**config.mk**
```make
export PLATFORM = sky130hd
export DESIGN_NAME = s_axi4l_regfile
export DESIGN_NICKNAME = d
export VERILOG_FILES = /design/src/rtl/s_axi4l_regfile.sv
export SDC_FILE = /design/constraint.sdc
export NUM_CORES = 1
export LEC_CHECK = 0
export CAP_MARGIN = 20
export CORE_UTILIZATION = 39
export DETAILED_ROUTE_END_ITERATION = 16
export PLACE_DENSITY_LB_ADDON = 0.08
export SLEW_MARGIN = 20
export SYNTH_ARGS = -nofsm -noshare
export SYNTH_HDL_FRONTEND = slang
export SYNTH_SLANG_ARGS = --single-unit
```
**constraint.sdc**
```tcl
create_clock -name i_axi_clock -period 2.2 [get_ports i_axi_clock]
set_input_delay 0.44 -clock i_axi_clock [delete_from_list [all_inputs] [get_ports i_axi_clock]]
set_output_delay 0.44 -clock i_axi_clock [all_outputs]
set_load 0.01 [all_outputs]
```
**src/rtl/s_axi4l_regfile.sv**
```systemverilog
// AXI4-Lite register bank: CTRL / STATUS / IRQ_STAT (W1C) / CNT with maskable interrupt.
// Optional read-to-clear of IRQ_STAT when S_AXI4L_REGFILE_RDCLR_EN is defined.
module s_axi4l_regfile #(
  parameter int          AXI_DATA_WIDTH = 32,
  parameter int          AXI_ADDR_WIDTH = 4,
  parameter int          AXI_STRB_WIDTH = AXI_DATA_WIDTH/8,
  parameter int          IRQ_WIDTH      = 8,
  parameter logic [31:0] CTRL_RESET     = 32'h0
) (
  input  logic                      i_axi_clock,
  input  logic                      i_axi_aresetn,
  input  logic [AXI_ADDR_WIDTH-1:0] i_waddr,
  input  logic [AXI_DATA_WIDTH-1:0] i_wdata,
  input  logic [AXI_STRB_WIDTH-1:0] i_wstrb,
  input  logic                      i_wvalid,
  input  logic [AXI_ADDR_WIDTH-1:0] i_raddr,
  input  logic                      i_raddr_valid,
  output logic [AXI_DATA_WIDTH-1:0] o_rdata,
  input  logic [31:0]               i_status,
  input  logic [IRQ_WIDTH-1:0]      i_irq_set,
  output logic [31:0]               o_ctrl,
  output logic [31:0]               o_cnt,
  output logic                      o_irq
);

  localparam logic [1:0] A_CTRL = 2'd0, A_STAT = 2'd1, A_IRQ = 2'd2, A_CNT = 2'd3;

  logic [31:0]          r_ctrl, r_cnt;
  logic [IRQ_WIDTH-1:0] r_irq_stat;

  logic [1:0]           w_wsel, w_rsel;
  logic [31:0]          w_bmask;
  logic [IRQ_WIDTH-1:0] w_clr_w1c, w_clr;
  logic                 w_wr_ctrl, w_wr_irq, w_wr_cnt;
  logic                 w_unused;

  assign w_wsel    = i_waddr[3:2];
  assign w_rsel    = i_raddr[3:2];
  assign w_wr_ctrl = i_wvalid & (w_wsel == A_CTRL);
  assign w_wr_irq  = i_wvalid & (w_wsel == A_IRQ);
  assign w_wr_cnt  = i_wvalid & (w_wsel == A_CNT);
  assign w_unused  = ^{i_waddr[1:0], i_raddr[1:0]};

  // Expand byte strobes into a bit mask for read-modify-write merges
  for (genvar k = 0; k < 4; k++) begin : g_bmask
    assign w_bmask[8*k +: 8] = {8{i_wstrb[k]}};
  end

  for (genvar n = 0; n < IRQ_WIDTH; n++) begin : g_clr
    assign w_clr_w1c[n] = w_wr_irq & i_wstrb[n/8] & i_wdata[n];
  end

`ifdef S_AXI4L_REGFILE_RDCLR_EN
  logic w_rdclr;
  assign w_rdclr = i_raddr_valid & (w_rsel == A_IRQ);
  assign w_clr   = w_clr_w1c | {IRQ_WIDTH{w_rdclr}};
`else
  assign w_clr   = w_clr_w1c;
`endif

  always_ff @(posedge i_axi_clock or negedge i_axi_aresetn) begin
    if (!i_axi_aresetn) begin
      r_ctrl     <= CTRL_RESET;
      r_cnt      <= '0;
      r_irq_stat <= '0;
    end else begin
      if (w_wr_ctrl)
        r_ctrl <= (r_ctrl & ~w_bmask) | (i_wdata & w_bmask);
      // A CNT write freezes unstrobed bytes rather than letting them increment
      if (w_wr_cnt)
        r_cnt <= (r_cnt & ~w_bmask) | (i_wdata & w_bmask);
      else if (r_ctrl[0])
        r_cnt <= r_cnt + 32'd1;
      r_irq_stat <= (r_irq_stat & ~w_clr) | i_irq_set;
    end
  end

  always_comb begin
    o_rdata = '0;
    if (i_raddr_valid) begin
      case (w_rsel)
        A_CTRL:  o_rdata = r_ctrl;
        A_STAT:  o_rdata = i_status;
        A_IRQ:   o_rdata = {{(32-IRQ_WIDTH){1'b0}}, r_irq_stat};
        default: o_rdata = r_cnt;
      endcase
    end
  end

  assign o_ctrl = r_ctrl;
  assign o_cnt  = r_cnt;
  assign o_irq  = |(r_irq_stat & r_ctrl[8 +: IRQ_WIDTH]);

endmodule
```
==> metrics.txt, run 1 <==
pwr dens=822 mW/mm^2; Register Area=0.00180 sq mm; WP data required=1.76 ns; #FFs+latches synth=72; crit-path max FO=1; Levels on crit path=4; dpl hpwl=10,900 um; clk buf depth=2; layout cells sized above 1=15.7%; Final nets=760; post-DR wirelength/cell=18.2 um; sw frac=33.0%; I/O Pins=185; PortBufs=180; Total Routing Usage GR=25.8%; Post-Layout Inst Area=0.00704 sq mm; Top FF cell, synth=dfrtp_1; Slew headroom=66.3%; top routing layer in use=met4; Crit-path slowest cell=mux4_2; met1 WL=6570 um; drt pass-1 iters=4; status=finished clean; Compound-Gate Fraction of Synth Area=13.5%; Total Wirelength=14,800 um; Reg clk slew, reported paths=0.06 ns; Slew Limit Fails=0; die area=0.0118 sq mm; Post-synth EDFFs=0; Synth Area in Adders=0.281%; vias=4,537; Syn Inst Count=473; clock latency at the later pin of the worst-skew pair=0.33 ns; mux cell area share after synthesis=17.7%; Reg2Reg Setup Slack=0.35 ns; total grt overflow=0; end of the critical path=o_rdata[1]; # Max-Cap Violations=0; CP peak stage delay=0.44 ns; htree depth=3; synth unique cells=47; chip height=109 um; initial antenna violation count=0; Hold Slack=0.0601 ns; WL met3=1070 um; CTS Root Cell=clkbuf_16; WP data arrival=1.72 ns; P_leak=3.03 nW; sequential share of the synthesized area=40.5%; Die Width=109 um; vias in the first global route=4,404; Setup CP Type=input pin to output pin; placed instance area=0.00664 sq mm; Rows=38; final cycle utilization of the critical path=98.3%; Syn. warnings=0; Bufs and invs on worst path=2; Routed Antenna Nets=0; pin count of the biggest net entering global routing=38; diode count=0; area grow syn2layout=58.3%; clock share of power=25.6%; Reg power frac=35.1%; most frequent cells in the layout=clkdlybuf4s50_1, dfrtp_1, nand2_1; Synth Area in XOR/XNOR=0.591%; Core Region=0.0110 sq mm; Syn Nets=562; starting density of the core=40.5%; element type at the critical path start=input pin; fin crit period=2.16 ns; Final GP Congestion=0.808; area of the multi-input gates=0.00250 sq mm; Worst Tran Pin Value=0.505 ns; post-synthesis cell area=0.00445 sq mm; first-pass GRT wire length=23,000 um; DRC viols=0; post-DR vias/cell=5.56; cell family with most CP delay=buffers and inverters; crit path launch=i_status[1]; ys async rst share=100%; Int Pwr=0.00387 W; Fillers=951; R2R cell count=7; Syn Area/Cell=9.40 sq um; logic gate share of total power=39.3%; commonest non-fill, non-tap cell in the layout=clkdlybuf4s50_1; main combinational cell family by area after synthesis=simple AND/OR/NAND/NOR gates; setup ws final=0.0374 ns; Worst Hold Class=input pin to asynchronous set/reset pin; unrepaired setup endpoints after global routing=no; Peak VDD IR=0.000455 V; Switch Pwr=0.00191 W; CTS tree=done; # setup viols final=0; Critical Path Sink Type=output pin; number of post-CTS setup repair buffers=0; pre-CTS setup slack=-0.258 ns; initial detailed-routing violation count=301; total CTS buffers=9; Synth Area in Simple Gates=24.1%; critical path, cell by cell=clkdlybuf4s50_1 -> mux4_2 -> and2_1 -> dlygate4sd2_1; met2 wire length=7050 um; Max Clock Skew=0.00806 ns; final hold vios=0; Max Clk Rate=462 MHz; Sink Count=72
## power groups by stage
stage               Combinational (W)  Clock [W]  Sequential, W
floorplan                    0.000841          0        0.00212
global placement              0.00224          0        0.00202
detailed placement            0.00228          0        0.00204
CTS                           0.00228    0.00150        0.00202
global route                  0.00246    0.00157        0.00208
finish                        0.00227    0.00148        0.00203
## cells in the mapped netlist, drive strengths merged (5+ instances only)
cell type / number / share of area, %
inv: 5 / 0.42
buf: 12 / 1.3
and2: 35 / 4.9
o211ai: 7 / 1.2
a211oi: 5 / 0.84
nor2b: 5 / 0.70
a21oi: 10 / 1.1
nor3: 12 / 1.6
clkbuf: 19 / 1.6
nor2: 37 / 3.1
nand3: 36 / 4.1
mux2: 36 / 9.1
a21o: 8 / 1.4
and3: 6 / 0.84
dfrtp: 72 / 41
o21ai: 34 / 3.8
nand4: 18 / 3.0
nand2: 40 / 3.4
mux4: 8 / 4.1
mux2i: 20 / 4.5
a22oi: 10 / 1.7
## layer usage
metal | global-route usage (%) | vias to the layer above
met1 | 34.3 | 2215
li1 | - | 2148
met5 | 0 | -
met4 | 7.53 | 0
met3 | 5.62 | 12
met2 | 42.0 | 162
## timing repair
item                       CTS  global route
hold buffers                 0             0
setup endpoints to repair   32            13
gates cloned                 2             0
gates resized for setup     32            13
## kinds of logic after synthesis
family                     count (synthesis)
xor gates and xnor gates                   3
muxes                                     64
adders and majority gates                  1
AOI/OAI and AO/OA                         94
buffers and inverters                     36
DFF                                       72
and+or+nand+nor                          203
## stage by stage
step                      setup TNS (ns)  power [W]  util, %  cells
final                                  0    0.00578     64.1    816
after floorplan                        0    0.00296        -    473
after global placement             -6.86    0.00426     60.4    798
after global routing                   0    0.00611     64.1    816
after detailed placement           -7.06    0.00432     60.4    798
after CTS                              0    0.00581     63.8    816
## area by class of cell
cell class | instances | area share (%)
multi-input cells | 365 | 35.5
repair buffers | 218 | 31.9
flip-flops and latches | 72 | 25.6
clock buffers | 14 | 3.75
well taps | 140 | 2.49
clock inverters | 2 | 0.533
inverters | 5 | 0.267
## worst min-delay path by stage
stage / slack, ns / depth (start not counted) / end / from
global placement: 0.43 / 1 / asynchronous set/reset pin / i_axi_aresetn
global route: 0.1 / 1 / asynchronous set/reset pin / i_axi_aresetn
detailed placement: 0.44 / 1 / asynchronous set/reset pin / i_axi_aresetn
CTS: 0.08 / 1 / asynchronous set/reset pin / i_axi_aresetn
floorplan: 0.14 / 0 / asynchronous set/reset pin / i_axi_aresetn
finish: 0.06 / 1 / asynchronous set/reset pin / i_axi_aresetn
(Power assumes the default switching activity.)
==> inputs of run 2 (changes only) <==
--- a/config.mk
+++ b/config.mk
@@ -9,6 +9,7 @@
 export CORE_UTILIZATION = 39
 export DETAILED_ROUTE_END_ITERATION = 16
 export PLACE_DENSITY_LB_ADDON = 0.08
+export SETUP_SLACK_MARGIN = 0.05
 export SLEW_MARGIN = 20
 export SYNTH_ARGS = -nofsm -noshare
 export SYNTH_HDL_FRONTEND = slang
==> run 2 against run 1 <==
  * Flip-flop and latch count stayed put
  * Combinational power hardly changed
  * Cell count rose by 0.61%
  * Worst setup slack gained 0.082 ns
  * Sequential power about the same
  * Wire length fell by 1.4%
  * Highest routed layer unchanged
  * Sequential share of layout area up 0.17 points
  * Critical endpoint is now o_rdata[16]
==> metrics.txt, run 2 (synthesis results as in run 1) <==
Max Clock Skew=0.00782 ns; WP data arrival=1.64 ns; Hold Slack=0.0178 ns; first-pass GRT wire length=23,500 um; die area=0.0118 sq mm; Power Total=0.00563 W; Slew Limit Fails=0; fin cells=821; layout cells sized above 1=17.6%; post-DR wirelength/cell=17.8 um; post-DR vias/cell=5.56; Final GP Congestion=0.834; diode count=0; # Max-Cap Violations=0; grt met3 use=5.44%; GR Layer Usage met2=42.4%; chip height=109 um; gr busiest metal=met2; Total Wirelength=14,600 um; Setup CP Type=input pin to output pin; Final nets=765; cell count after placement=802; Critical Path Sink Type=output pin; Fillers=967; WP data required=1.76 ns; Rows=38; total grt overflow=0; status=finished clean; P_leak=2.90 nW; Reg2Reg Setup Slack=0.20 ns; pwr dens=806 mW/mm^2; clock latency at the later pin of the worst-skew pair=0.33 ns; met1 usage=35.4%; I/O Pins=185; CTS Hold Bufs=0; unrepaired setup endpoints after global routing=no; Total Routing Usage GR=25.9%; htree depth=3; starting density of the core=40.5%; pre-CTS setup slack=-0.162 ns; crit-path max FO=12; PortBufs=180; commonest non-fill, non-tap cell in the layout=clkdlybuf4s50_1; element type at the critical path start=input pin; fin crit period=2.08 ns; vias in the first global route=4,512; initial detailed-routing violation count=269; drt pass-1 iters=4; # setup viols final=0; area grow syn2layout=57.2%; Peak VDD IR=0.000440 V; clk buf depth=2; CTS tree=done; most frequent cells in the layout=clkdlybuf4s50_1, dfrtp_1, nand2_1; final cycle utilization of the critical path=94.6%; vias=4,568; total CTS buffers=9; dpl hpwl=11,000 um; Core Region=0.0110 sq mm; Sink Count=72; Slew headroom=69.3%; initial antenna violation count=0; Max Clk Rate=481 MHz; final hold vios=0; CTS Root Cell=clkbuf_16; Die Width=109 um; Worst Tran Pin Value=0.460 ns; DRC viols=0; crit path launch=i_raddr[2]; Routed Antenna Nets=0; setup ws final=0.119 ns; Reg clk slew, reported paths=0.06 ns; pin count of the biggest net entering global routing=47; Worst Hold Class=input pin to asynchronous set/reset pin
## run 2: cell count changes in the layout (fill, tap and decap cells not counted), moves of 2 or more
cell	delta
dlymetal6s2s_1	-11
dlygate4sd2_1	+6
clkbuf_8	-2
buf_4	+2
clkbuf_2	+8
clkbuf_1	-2
clkinvlp_4	+2
clkdlybuf4s15_1	-2
buf_2	+2
## run 2: power breakdown
| group | switching (W) | internal (W) |
|---|---|---|
| registers | 0.000398 | 0.00163 |
| clock network | 0.000577 | 0.000767 |
| logic | 0.000972 | 0.00128 |
| total | 0.00195 | 0.00368 |
## run 2: worst paths after layout
| kind | to | cells after the start |
|---|---|---|
| worst max-delay path | o_rdata[16] | 7 |
| worst min-delay path | asynchronous set/reset pin | 1 |
| worst max register to register | register | 6 |
| worst min register to register | r_irq_stat[7]$_DFF_PN0_ | 1 |
| max in group asynchronous | asynchronous set/reset pin | 2 |
| min in group i_axi_clock | r_irq_stat[7]$_DFF_PN0_ | 1 |
## run 2: critical path: stages
cell and delay [ns]:
buf_2 0.10, buf_12 0.13, bufbuf_16 0.28, mux2i_1 0.17, o21ai_0 0.07, and2_1 0.15, dlygate4sd2_1 0.28
## run 2: cell type report
| cell class | count | area (sq um) | area share (%) |
|---|---|---|---|
| timing repair buffer | 223 | 2220 | 31.8 |
| tap | 140 | 175 | 2.51 |
| sequential | 72 | 1800 | 25.8 |
| clock inverter | 6 | 45.0 | 0.644 |
| inverter | 5 | 18.8 | 0.268 |
| multi-input combinational | 365 | 2500 | 35.7 |
| clock buffer | 10 | 229 | 3.28 |
## run 2: stage by stage
step | instance area [sq um] | setup TNS [ns] | utilization (%)
2_1_floorplan | 4450 | 0 | -
3_3_place_gp | 6690 | -2.57 | 60.9
3_5_place_dp | 6690 | -2.82 | 60.9
4_1_cts | 7030 | 0 | 64.0
5_1_grt | 6990 | 0 | 63.6
6_report | 6990 | 0 | 63.6
## run 2: per-layer routing
metal / wire, um / vias up
li1: - / 2156
met1: 6480 / 2241
met2: 7080 / 163
met3: 973 / 8
met4: 85 / 0
met5: 0 / -
## run 2: what timing repair did
| action | 4_1_cts | 5_1_grt |
|---|---|---|
| setup endpoints to repair | 32 | 8 |
| gates cloned | 2 | 0 |
| setup buffers | 1 | 0 |
| resized for setup | 44 | 8 |
